<file path="src/rtl/arrmul_pkg.sv">
// Shared definitions for the pipelined signed/unsigned array multiplier.
// Latency: n/a (package only).
// Backpressure: n/a (package only).
//
// Contents:
//   MODE_UNSIGNED / MODE_SIGNED : encodings of the per-operation mode bit
//   stages(width, rows)         : number of compute stages, ceil(width/rows)
package arrmul_pkg;

  localparam logic MODE_UNSIGNED = 1'b0;
  localparam logic MODE_SIGNED   = 1'b1;

  function automatic int stages(input int width, input int rows);
    return (width + rows - 1) / rows;
  endfunction

endpackage

</file>
<file path="src/rtl/arrmul_row.sv">
// One combinational row of the array: WIDTH partial-product gates plus a ripple adder.
// Latency: combinational.
// Backpressure: none (pure logic, the enclosing pipeline stalls around it).
//
// Ports:
//   a_i           multiplicand
//   b_i           the multiplier bit owned by this row
//   signed_i      operation mode (MODE_SIGNED selects Baugh-Wooley gating)
//   is_last_row_i high for the row of multiplier bit WIDTH-1
//   sum_i         running partial sum, bit 0 aligned to this row's column
//   sum_o         running partial sum, bit 0 aligned to the next row's column
//   pbit_o        finished product bit for this row's column
module arrmul_row
  import arrmul_pkg::*;
#(
  parameter int WIDTH = 8
) (
  input  logic [WIDTH-1:0] a_i,
  input  logic             b_i,
  input  logic             signed_i,
  input  logic             is_last_row_i,
  input  logic [WIDTH:0]   sum_i,
  output logic [WIDTH:0]   sum_o,
  output logic             pbit_o
);

  logic [WIDTH:0]   pp;
  logic [WIDTH+1:0] t;
  logic             c;

  always_comb begin
    pp = '0;
    t  = '0;
    c  = 1'b0;
    // Baugh-Wooley: a cross term involving exactly one operand MSB is complemented.
    for (int i = 0; i < WIDTH; i++) begin
      pp[i] = a_i[i] & b_i;
      if ((signed_i == MODE_SIGNED) && (is_last_row_i != (i == WIDTH - 1))) begin
        pp[i] = ~pp[i];
      end
    end
    // Full-adder ripple; the top position only absorbs the carry from the row above.
    for (int i = 0; i <= WIDTH; i++) begin
      t[i] = sum_i[i] ^ pp[i] ^ c;
      c    = (sum_i[i] & pp[i]) | (c & (sum_i[i] ^ pp[i]));
    end
    t[WIDTH+1] = c;
  end

  assign pbit_o = t[0];
  assign sum_o  = t[WIDTH+1:1];

endmodule

</file>
<file path="src/rtl/pipe_s_u_arrmul.sv">
// Pipelined array multiplier, signed (Baugh-Wooley) or unsigned chosen per operation.
// Latency: op accepted at edge k appears on out_* after edge k+STAGES.
// Backpressure: global stall, in_ready = !out_valid | out_ready; all stages hold when low.
//
// Ports:
//   clk, rst_n                 clock (rising edge), asynchronous active-low reset
//   in_valid/in_ready          operand handshake; in_a, in_b, in_signed, in_tag ride with it
//   out_valid/out_ready        product handshake; out_prod (2*WIDTH), out_tag
module pipe_s_u_arrmul
  import arrmul_pkg::*;
#(
  parameter int WIDTH          = 8,
  parameter int ROWS_PER_STAGE = 2,
  parameter int TAG_W          = 4
) (
  input  logic               clk,
  input  logic               rst_n,
  input  logic               in_valid,
  output logic               in_ready,
  input  logic [WIDTH-1:0]   in_a,
  input  logic [WIDTH-1:0]   in_b,
  input  logic               in_signed,
  input  logic [TAG_W-1:0]   in_tag,
  output logic               out_valid,
  input  logic               out_ready,
  output logic [2*WIDTH-1:0] out_prod,
  output logic [TAG_W-1:0]   out_tag
);

  localparam int STAGES = stages(WIDTH, ROWS_PER_STAGE);
  localparam int R      = ROWS_PER_STAGE;

  // sum: running partial sum aligned to the next row still to be evaluated.
  // lo : product bits finished so far (bit j written by row j).
  typedef struct packed {
    logic             vld;
    logic             sgn;
    logic [TAG_W-1:0] tag;
    logic [WIDTH-1:0] a;
    logic [WIDTH-1:0] b;
    logic [WIDTH:0]   sum;
    logic [WIDTH-1:0] lo;
  } stage_t;

  // Register 0 captures raw operands; register s (1..STAGES) holds results of rows
  // up to s*R-1; register STAGES is the output register.
  stage_t st_q [STAGES+1];
  stage_t st_d [STAGES+1];
  stage_t calc [1:STAGES];

  logic             adv;
  logic [WIDTH:0]   row_sum_i [WIDTH];
  logic [WIDTH:0]   row_sum_o [WIDTH];
  logic [WIDTH-1:0] row_bit;

  assign adv       = !st_q[STAGES].vld | out_ready;
  assign in_ready  = adv;
  assign out_valid = st_q[STAGES].vld;
  assign out_tag   = st_q[STAGES].tag;
  // Signed mode folds the 2^(2N-1) correction term in by flipping the top product bit.
  assign out_prod  = {st_q[STAGES].sum[WIDTH-1] ^ st_q[STAGES].sgn,
                      st_q[STAGES].sum[WIDTH-2:0], st_q[STAGES].lo};

  for (genvar j = 0; j < WIDTH; j++) begin : g_row
    localparam int S = j / R;
    if (j % R == 0) begin : g_first
      assign row_sum_i[j] = st_q[S].sum;
    end else begin : g_chain
      assign row_sum_i[j] = row_sum_o[j-1];
    end

    arrmul_row #(.WIDTH(WIDTH)) u_row (
      .a_i          (st_q[S].a),
      .b_i          (st_q[S].b[j]),
      .signed_i     (st_q[S].sgn),
      .is_last_row_i(j == WIDTH - 1),
      .sum_i        (row_sum_i[j]),
      .sum_o        (row_sum_o[j]),
      .pbit_o       (row_bit[j])
    );
  end

  // Result of each stage's rows, as it would be registered into the following stage.
  always_comb begin
    for (int s = 1; s <= STAGES; s++) begin
      calc[s] = st_q[s-1];
    end
    for (int j = 0; j < WIDTH; j++) begin
      calc[j/R+1].lo[j] = row_bit[j];
      if ((j % R == R - 1) || (j == WIDTH - 1)) begin
        calc[j/R+1].sum = row_sum_o[j];
      end
    end
  end

  // Data fields load only alongside a valid op so idle-bus X never enters the pipe.
  always_comb begin
    for (int s = 0; s <= STAGES; s++) begin
      st_d[s] = st_q[s];
    end
    if (adv) begin
      st_d[0].vld = in_valid;
      if (in_valid) begin
        st_d[0].sgn = in_signed;
        st_d[0].tag = in_tag;
        st_d[0].a   = in_a;
        st_d[0].b   = in_b;
        st_d[0].lo  = '0;
        // Baugh-Wooley constant 1 at column WIDTH, seeded into the initial sum.
        st_d[0].sum = (in_signed == MODE_SIGNED) ? {1'b1, {WIDTH{1'b0}}} : '0;
      end
      for (int s = 1; s <= STAGES; s++) begin
        if (st_q[s-1].vld) begin
          st_d[s] = calc[s];
        end else begin
          st_d[s].vld = 1'b0;
        end
      end
    end
  end

  always_ff @(posedge clk or negedge rst_n) begin
    if (!rst_n) begin
      for (int s = 0; s <= STAGES; s++) begin
        st_q[s] <= '0;
      end
    end else begin
      for (int s = 0; s <= STAGES; s++) begin
        st_q[s] <= st_d[s];
      end
    end
  end

endmodule

</file>
<file path="config.mk">
export PLATFORM = sky130hd
export DESIGN_NAME = pipe_s_u_arrmul
export DESIGN_NICKNAME = d
export VERILOG_FILES = /design/src/rtl/arrmul_pkg.sv /design/src/rtl/arrmul_row.sv /design/src/rtl/pipe_s_u_arrmul.sv
export SDC_FILE = /design/constraint.sdc
export NUM_CORES = 1
export LEC_CHECK = 0
export CORE_AREA = 5 5 122 124
export DETAILED_ROUTE_END_ITERATION = 10
export DIE_AREA = 0 0 127 129
export PLACE_DENSITY_LB_ADDON = 0.1
export SYNTH_ARGS = -nofsm -noshare
export SYNTH_HDL_FRONTEND = slang
export SYNTH_SLANG_ARGS = --single-unit
</file>
<file path="constraint.sdc">
create_clock -name clk -period 5.2 [get_ports clk]
set_clock_uncertainty 0.05 [all_clocks]
set_input_delay 0.78 -clock clk [delete_from_list [all_inputs] [get_ports clk]]
set_output_delay 0.78 -clock clk [all_outputs]
set_load 0.05 [all_outputs]
</file>
==> summary.txt <==
Yosys
  • Adder-cell share of the synthesized area: 14.6%
  • Most frequent cell after synthesis: dfrtp_1
  • Post-synthesis mux area share: 22.1%
  • Number of distinct library cells after synthesis: 19
  • Post-Synth XOR/XNOR Area: 1.83%
  • Cell taking the most area after synthesis: dfrtp_1
  • Synthesis-stage register bit count: 134
  • Top FF cell, synth: dfrtp_1
  • Post-synth top cells: 134 x dfrtp_1, 88 x mux2_4, 50 x nand2_1
  • FFs w/ async S/R, synth: 100%
  • Compound-gate portion of the synthesized area: 2.79%
  • Synth top area cells: dfrtp_1 47%, mux2_4 18%, fa_1 13%
  • Simple-Gate Fraction of Synth Area: 4.82%
  • Synthesized area: approximately 7000 um^2
  • Net Count, Synth: 598
  • Number of enable flip-flop cells after synthesis: 0
  • Yosys warns: 0
  • Main combinational cell family by area after synthesis: multiplexers
  • Yosys top cell area share: between 40 and 50%
  • Post-Syn Instances: ~520
  • Synthesized area per cell: 13.9 um^2
  • Sequential area share after synthesis: 46.7%

Place
  • GPL Wtd Cong: ~0.75
  • IO buf count: 46
  • Hpwl dp: 8230 um
  • Placed cell areas: 7570 um^2

Timing
  • Fmax: 201 MHz
  • Total Neg Setup Slack: 0 ns
  • Final hold slack: 0.413 ns
  • RSZ-0062 raised after global routing: no
  • Fin. max-slew vios: 0
  • Fin. Hold Viols: 0
  • Minimum clock period: 4.97 ns
  • Final setup viols: 0
  • Tightest Pin Transition: 0.979 ns
  • Period utilisation layout: a little over nine tenths
  • Slew HR: 34.7%

Clocking
  • CTS root buffer: clkbuf_16
  • Setup Buffers After CTS: 0
  • Hold buffers post-CTS: 0
  • Worst skew pair latency: 0.42 ns
  • H-Tree Depth: 4
  • CTS tree: done
  • Clock transition at the registers of the reported paths: 0.06 ns
  • Clk sinks: between 100 and 150
  • CTS Buffer Depth: 2
  • Resized cells post-CTS: 0
  • Cts bufs inserted: 17

Global route
  • Grt ovf: 0
  • Number of global-route vias before repair: 4045
  • Initial antenna violation count: 0
  • Largest net degree at the start of global routing: 107
  • First-pass GRT wire length: between 20000 and 25000 um
  • GRT Overall Usage: 15.8%

Worst setup path
  • CP max-delay cell: fa_1
  • Worst EP required: roughly 5.5 ns
  • CP top delay family: adder cells
  • Max stage delay on crit path: 0.48 ns
  • CP max FO: 4
  • Worst Path Arrival: 5.22 ns
  • Critical path's most frequent cell: fa_1
  • Critical path endpoint category: register
  • Sequence of cells on the critical path: and2_1, ha_1, inv_1, fa_1, fa_1, fa_1, fa_1, fa_1, fa_1, fa_1, fa_1, inv_1, fa_1, mux2_4
  • WP buf/inv: 2
  • WS Path Type: register to register
  • Startpoint types: register

Cells and area
  • Area growth from synthesis to layout: 14.0%
  • Nets: 626
  • Post-route cell area: 8190 um^2
  • Diode count: 0
  • Share of cells above drive strength 1: a little over a quarter

Die
  • Row count: 43
  • Die Y: 129 um
  • Core ar.: 13700 um^2
  • Die area: roughly 16000 um^2
  • Die width: 127 um
  • Initial Util: between 50% and 60%
  • Io pins: 47

Run status
  • Result of the run: finished clean

Detailed routing
  • Via count: 3671
  • Routed WL per cell: about 15 um
  • Initial DRT Pass Iterations: 4
  • Drt drc: 0
  • Vias/cell: 4.97
  • WL final: approximately 11000 um
  • Post-route ant nets: 0
  • 1st-iter DRT viols: 142

Hold path
  • Worst hold path class: primary input to async pin

Flow run
  • Max Cap Violations: 0
==> cell type report <==
type	count	area [um^2]
well taps	180	225
clock inverters	14	183
fillers	1092	5480
multi-input cells	293	3320
clock buffers	18	429
repair buffers	51	499
inverters	49	185
flip-flops and latches	134	3350
==> worst paths after layout <==
| check | cells past startpoint | to | slack, ns | from |
|---|---|---|---|---|
| max in group asynchronous | 2 | calc[114] | 3.78 | rst_n |
| min | 1 | calc[23] | 0.41 | rst_n |
| max reg2reg | 14 | row_sum_i[15] | 0.23 | calc[64] |
| min in group clk | 1 | calc[111] | 0.45 | calc[150] |
| min reg2reg | 1 | calc[111] | 0.45 | calc[150] |
| max | 14 | row_sum_i[15] | 0.23 | calc[64] |
==> metrics by stage <==
step / cells / worst slack [ns] / util [%]
floorplan: 518 / 0.115 / -
global placement: 706 / 0.229 / 55.4
detailed placement: 706 / 0.139 / 55.4
CTS: 738 / 0.132 / 59.9
global route: 739 / 0.0131 / 59.9
finish: 739 / 0.229 / 59.9
==> sequential cells by signal (all words and copies together) (netlist names) <==
| name | cells |
|---|---|
| out_valid | 1 |
| row_sum_i | 24 |
| out_prod | 15 |
| st_q | 2 |
| calc | 88 |
| out_tag | 4 |
==> cells by family (layout without fill, tap and decap cells) <==
family,after synthesis,after routing
adder cells (fa/ha/maj),55,55
flip-flops,134,134
buffers and inverters,91,132
XOR/XNOR,15,15
AND/OR/NAND/NOR,71,71
multiplexers,112,112
AO/OA/AOI/OAI,40,40
==> metal layers <==
layer / global-route usage (%) / wire [um] / vias to the layer above
met1: 20.3 / 5230 / 1888
met2: 25.8 / 5570 / 43
met3: 4.57 / 432 / 18
met4: 5.49 / 167 / 0
met5: 0 / 0 / -
li1: - / - / 1722
==> cells in the final DEF, fill, tap and decap left out <==
cell,Yosys,routed
buf_6,13,1
inv_1,48,48
clkbuf_1,7,1
mux2_4,88,88
ha_1,7,7
inv_6,0,1
fa_1,48,48
clkdlybuf4s50_1,0,45
and2_1,16,16
mux2_2,22,22
nand2_1,50,50
clkinv_2,1,7
clkinv_4,0,1
buf_4,20,5
mux2i_1,2,2
xor2_1,4,4
dfrtp_1,134,134
o21ai_0,40,40
nand2_4,4,4
bufinv_16,0,4
clkbuf_16,0,17
clkinvlp_4,0,2
xnor2_1,11,11
nor2b_4,1,1
Power is left out: the tool's default activity adds up to more than one toggle a clock period on the data nets, which glitch-free logic cannot reach.
